`config.mk`:
```
export PLATFORM = sky130hd
export DESIGN_NAME = csa_accumulator
export DESIGN_NICKNAME = d
export VERILOG_FILES = /design/src/rtl/csa_accumulator.sv
export SDC_FILE = /design/constraint.sdc
export NUM_CORES = 1
export LEC_CHECK = 0
export ABC_AREA = 1
export ABC_CLOCK_PERIOD_IN_PS = 4500
export BUFFER_PORTS_ARGS = -buffer_cell sky130_fd_sc_hd__buf_4
export CORE_UTILIZATION = 35
export CTS_BUF_LIST = sky130_fd_sc_hd__clkbuf_2
export CTS_CLUSTER_DIAMETER = 100
export CTS_CLUSTER_SIZE = 40
export DETAILED_ROUTE_END_ITERATION = 12
export PLACE_DENSITY = 0.54
export SYNTH_ARGS = -nofsm -noshare
export SYNTH_HDL_FRONTEND = slang
export SYNTH_SLANG_ARGS = --single-unit
```
`constraint.sdc`:
```
create_clock -name clk -period 4.5 [get_ports clk]
set_input_delay 0.675 -clock clk [delete_from_list [all_inputs] [get_ports clk]]
set_output_delay 0.675 -clock clk [all_outputs]
set_load 0.05 [all_outputs]
```
`src/rtl/csa_accumulator.sv`:
```
// Carry-save accumulator: operands are folded into a redundant S/C pair at one per cycle,
// then the carry vector is rippled out iteratively before the group result is offered.
module csa_accumulator #(
  parameter int OP_W  = 4,
  parameter int ACC_W = 8
) (
  input  logic             clk,
  input  logic             rst_n,
  input  logic             in_valid,
  output logic             in_ready,
  input  logic [OP_W-1:0]  in_data,
  input  logic             in_last,
  output logic             out_valid,
  input  logic             out_ready,
  output logic [ACC_W-1:0] out_sum,
  output logic [4:0]       out_count,
  output logic             out_ovf
);

  typedef enum logic [1:0] {
    ACCUM   = 2'd0,
    RESOLVE = 2'd1,
    DONE    = 2'd2
  } state_t;

  state_t           state_q, state_d;
  logic [ACC_W-1:0] s_q, s_d;
  logic [ACC_W-1:0] c_q, c_d;
  logic [4:0]       cnt_q, cnt_d;
  logic             ovf_q, ovf_d;

  logic [ACC_W-1:0] x_ext;
  logic [ACC_W-1:0] maj;
  logic [ACC_W-1:0] res_carry;

  assign x_ext     = ACC_W'(in_data);
  assign maj       = (s_q & c_q) | (s_q & x_ext) | (c_q & x_ext);
  assign res_carry = s_q & c_q;

  always_comb begin
    state_d = state_q;
    s_d     = s_q;
    c_d     = c_q;
    cnt_d   = cnt_q;
    ovf_d   = ovf_q;
    case (state_q)
      ACCUM: begin
        if (in_valid) begin
          s_d   = s_q ^ c_q ^ x_ext;
          c_d   = {maj[ACC_W-2:0], 1'b0};
          // The carry leaving the top bit is weight lost from S+C, so the group overflowed.
          ovf_d = ovf_q | maj[ACC_W-1];
          cnt_d = (cnt_q == 5'd31) ? cnt_q : cnt_q + 5'd1;
          if (in_last) state_d = RESOLVE;
        end
      end
      RESOLVE: begin
        if (c_q != '0) begin
          s_d   = s_q ^ c_q;
          c_d   = {res_carry[ACC_W-2:0], 1'b0};
          ovf_d = ovf_q | res_carry[ACC_W-1];
        end else begin
          state_d = DONE;
        end
      end
      DONE: begin
        if (out_ready) begin
          s_d     = '0;
          c_d     = '0;
          cnt_d   = '0;
          ovf_d   = 1'b0;
          state_d = ACCUM;
        end
      end
      default: state_d = ACCUM;
    endcase
  end

  always_ff @(posedge clk or negedge rst_n) begin
    if (!rst_n) begin
      state_q <= ACCUM;
      s_q     <= '0;
      c_q     <= '0;
      cnt_q   <= '0;
      ovf_q   <= 1'b0;
    end else begin
      state_q <= state_d;
      s_q     <= s_d;
      c_q     <= c_d;
      cnt_q   <= cnt_d;
      ovf_q   <= ovf_d;
    end
  end

  // Handshakes and result gating come straight from the registered state.
  assign in_ready  = (state_q == ACCUM);
  assign out_valid = (state_q == DONE);
  assign out_sum   = out_valid ? s_q   : '0;
  assign out_count = out_valid ? cnt_q : '0;
  assign out_ovf   = out_valid ? ovf_q : 1'b0;

endmodule
```
## Word level (Yosys, flattened, before mapping)

Index checks and enable logic that the tools add are counted.

| cells by class | value |
|---|---|
| $add $sub $neg | 1 |
| multiply operators | 0 |
| div/mod/pow operators | 0 |
| magnitude comparators | 0 |
| equal/unequal tests | 9 |
| shift-type cells | 0 |
| multiplexer cells | 23 |
| bitwise gates (word level) | 9 |
| reduce and logical (&&, ||, !) cells | 7 |

Operators by type and width:

| cell | count |
|---|---|
| 8-bit 2-to-1 mux | 6 |
| 8-bit case mux with 3 select lines | 2 |
| 5-bit 2-to-1 mux | 4 |
| 8-bit by 4-bit AND with 8-bit output | 2 |
| 8-bit bitwise OR | 2 |
| 4-bit AND reduction | 3 |
| 5-bit case mux with 2 select lines | 1 |
| 8-bit AND | 1 |
| 2-bit 2-to-1 mux | 4 |
| 2-bit inequality test (second input constant) | 4 |
| 8-bit nonzero test | 1 |
| 8-bit by 4-bit bitwise XOR with 8-bit output | 1 |
| 8-bit bitwise XOR | 1 |
| 2-bit case mux with 3 select lines | 1 |
| 5-bit by 1-bit adder with 5-bit output (second input constant) | 1 |
| 5-bit equality test (second input constant) | 1 |
| 1-bit 2-to-1 mux | 4 |
| 2-bit by 1-bit inequality test with 1-bit output (second input constant) | 2 |
| 1-bit case mux with 3 select lines | 1 |
| 3-bit nonzero test | 1 |
| 2-bit by 1-bit equality test with 1-bit output (second input constant) | 1 |
| 2-bit equality test (second input constant) | 1 |
| 2-bit logical NOT | 1 |
| 1-bit bitwise OR | 2 |
| 2-bit nonzero test | 1 |

| storage, ports and cells | value |
|---|---|
| register bits | 24 |
| latch bits | 0 |
| memory bits (writable) | 0 |
| ROM bits | 0 |
| input port bits | 9 |
| output and inout bits | 16 |
| logic and storage cells | 54 |
| memories | 0 |

## Longest topological paths before layout

| logic depth | value |
|---|---|
| depth after elaboration | 6 |
| depth in mapped cells | 10 |
| mapped depth without buffers | 10 |

## Worst setup path before layout

No wires, ideal clock.

| timing path | value |
|---|---|
| path type | register to output |
| from | register state_q[0] |
| to | output port out_count[0] |
| arrival | 1.866 ns |
| data required time | 3.825 ns |
| setup slack | 1.959 ns |
| cell stages (with the launch flop) | 7 |
| cells stage by stage | dfrtp_1 -> inv_1 -> ha_1 -> buf_6 -> clkbuf_1 -> nand2_1 -> inv_1 |

| on the way | value |
|---|---|
| cells in the longest elaborated chain, start to end | 2 |

Ends and longest elaborated chain:

| element | line | RTL |
|---|---|---|
| start: declaration | 26 | `state_t state_q, state_d;` |
| start signal: assignment | 87 | `state_q <= state_d;` |
| 2-bit equality test | 97 | `assign out_valid = (state_q == DONE);` |
| net out_valid | 13 | `output logic out_valid,` |
| 5-bit 2-to-1 mux | 99 | `assign out_count = out_valid ? cnt_q : '0;` |
| end: declaration | 16 | `output logic [4:0] out_count,` |

The timed path passes the listed nets, and every way through them passes these cells.

## Worst setup path after layout

| timing path | value |
|---|---|
| from | register state_q[0] |
| to | output port out_sum[2] |

| on the way | value |
|---|---|
| cells in the longest elaborated chain, start to end | 2 |

Ends and longest elaborated chain:

| element | line | RTL |
|---|---|---|
| 2-bit equality test | 97 |  |
| 8-bit 2-to-1 mux | 98 | `assign out_sum = out_valid ? s_q : '0;` |
| end: declaration | 15 | `output logic [ACC_W-1:0] out_sum,` |

No other way between the ends.

==> results.md <==
- Die area: about 0.0053 mm2
- Fin. Hold Viols: 0
- # setup viols final: 0
- Reg2reg end: s_q[6]$_DFFE_PN0P_
- Mapped Nets: roughly 260
- Mapped Cells: between 200 and 250
- Clk buf depth: 2
- Final GP Congestion: between 0.7 and 0.8
- Routed wire length per instance: around 11 um
- R2R Path Start: state_q[0]$_DFFE_PN0P_
- Initial Util: a little under two fifths
- All-Layer GR Usage: around 14%
- R2R depth: 7
- Status: complete, no violations
- Crit Path Class: flop to primary output
- Post-synth EDFFs: 0
- Root buf cell: clkbuf_2
- Post-synth ARST share: 100.0%
- Clock transition at path regs: around 0.23 ns
- Period utilization: around 60%
- DPL Wire Length: about 2500 um
- Setup bufs post-CTS: 0
- Synth warnings: 0
- Fmax: about 0.37 GHz
- Synth Cell Area: roughly 0.0018 mm2
- Vias: ~1400
- Area contributors post-synth: dfrtp_1, nand2_1, ha_1
- Synth top cells by count: nand2_1, inv_1, dfrtp_1, nand2_2
- Grt total ovfl: 0
- Largest delay share family, worst path: adder cells
- Slowest CP cell: ha_1
- R2R Setup Slk: around 2.4 ns
- Final WL: 3458 um
- PnR worst setup slack: around 1.8 ns
- Most common cell in the netlist: nand2_1
- Seq/Total Area, Yosys: roughly 33%
- Clk_skew: 0.004497 ns
- CP cell instances: inv_1, ha_1, nand2_1, inv_1, buf_4
- Die height: 73.02 um
- Vias in the first global route: around 1300
- Routed Antenna Nets: 0
- Place WS: 2.153 ns
- Worst-Margin Slew: slightly below 0.8 ns
- Final #Nets: 276
- #FFs+latches synth: 23
- Peak supply drop: ~0.26 mV
- Cell taking the most area after synthesis: dfrtp_1
- Critical Path RT: 3.83 ns
- Die Width: roughly 73 um
- Leakage: between 1 and 1.5 nW
- Layout cells sized above 1: between 20% and 30%
- Vias/cell: around 4.4
- Worst min path class: primary input to asynchronous set/reset pin
- Slew Viols, Final: 0
- CTS tree: done
- Number of remaining DRC errors: 0
- Crit-path max cell delay: between 0.6 and 0.7 ns
- Unrepaired setup endpoints after global routing: no
- Max Cap Violations: 0
- I/O Pins: 25
- First-pass GRT wire length: around 6000 um
- Core area: about 0.0048 mm2
- CTS Buf Count: 3
- Most frequent CP cell: inv_1
- DRT Pass-1 Iters: 4
- I/O Buffers: 24
- Cts hold-fix bufs: 0
- Distinct cells, synth: 25
- Row cnt: 25
- Avg Inst Size Synth: roughly 7.8 um2
- Final Critical Period: ~2.7 ns
- Largest net degree at the start of global routing: 24
- Max-Slew Margin vs Limit: around 48%
- H-tree lvl count: 1
- Clk sinks: 23
- Share of the synthesized area in the top cell type: between 30% and 40%
- Initial antenna violation count: 0
- CP arrival: about 2 ns
- Initial DRC Count: 70
- Diodes inserted: 0
- Clock latency on the worst-skew pair: approximately 0.35 ns
- Worst Path Buf+Inv: 3
- CP Max Fanout: 19
- Power per standard cell area: 606.7 mW/mm2
- P&R area growth vs syn: 12.69%
- TNS Setup: 0 ns
- Crit. End Element: primary output
- Top_reg_cell synth: dfrtp_1
- Critical path startpoint category: flop
- Post_cts resized: 0
-- cell type report --
class | count | area [um2]
inverters | 41 | 158.9
multi-input cells | 155 | 970.9
well taps | 67 | 83.83
fillers | 512 | 2796
clock buffers | 4 | 20.02
repair buffers | 24 | 180.2
flip-flops and latches | 23 | 575.6
-- worst register-to-register path: stages (launching register included) --
cell and delay, ns:
dfrtp_1 0.48, inv_1 0.12, ha_1 0.68, nor2_4 0.12
nand2_4 0.21, nand3_4 0.26, nand2_1 0.13, nand2_1 0.05
-- sequential cells by signal (all words and copies together) (netlist names) --
| register | flops |
|---|---|
| s_q | 8 |
| cnt_q | 5 |
| c_q | 7 |
| state_q | 2 |
| ovf_q | 1 |
-- power by group --
group	leakage [nW]	internal (mW)	switching [mW]
clock network	0.0166	0.0235	0.0696
logic	0.851	0.237	0.537
registers	0.307	0.267	0.0727
-- worst max path at each step --
stage	slack [ns]	cells past startpoint	to	startpoint
after floorplan	1.96	6	out_count[0]	state_q[0]$_DFFE_PN0P_
after global placement	2.22	5	out_sum[3]	state_q[0]$_DFFE_PN0P_
after detailed placement	2.15	5	out_sum[2]	state_q[0]$_DFFE_PN0P_
after CTS	1.71	5	out_sum[2]	state_q[0]$_DFFE_PN0P_
after global routing	1.55	5	out_sum[2]	state_q[0]$_DFFE_PN0P_
final	1.79	5	out_sum[2]	state_q[0]$_DFFE_PN0P_
-- cell families after synthesis --
family / share of synthesized area [%]
AOI/OAI and AO/OA: 1.417
adders and majority gates: 14.74
buffers and inverters: 12.40
DFF: 32.60
and+or+nand+nor: 38.84
-- stage by stage --
stage	std cells	utilization, %	hold WS [ns]	power (mW)	area, um2
after floorplan	227	-	0.3794	1.000	1765
after global placement	310	41.15	0.4985	1.133	1969
after detailed placement	310	41.15	0.4892	1.134	1969
after CTS	314	41.57	0.1685	1.229	1989
after global routing	314	41.57	0.1638	1.330	1989
final	314	41.57	0.1681	1.207	1989
-- cells in the final DEF, fill, tap and decap left out --
cell type and n:
buf_4 24, nand3_4 2, nand2_4 3, nand3b_1 1
ha_1 16, o21ai_1 3, nor3_1 1, nand4_1 16
nor3_4 1, fa_1 3, dfrtp_1 23, inv_1 39
nand2_2 20, nor2_4 2, nor2_2 2, o21ai_0 1
nor2_1 12, nand2_1 58, inv_2 1, a21oi_1 1
clkbuf_2 4, nand3_1 13, inv_6 1
-- layer usage --
metal / GRT usage, % / part of all wire (%) / vias to the layer above
met3: 1.657 / 1.8 / 4
met1: 19.66 / 52 / 621
met2: 24.07 / 45 / 16
li1: - / - / 745
met4: 3.922 / 1.1 / 0
met5: 0 / 0 / -
Power figures use the tool's default switching activity.
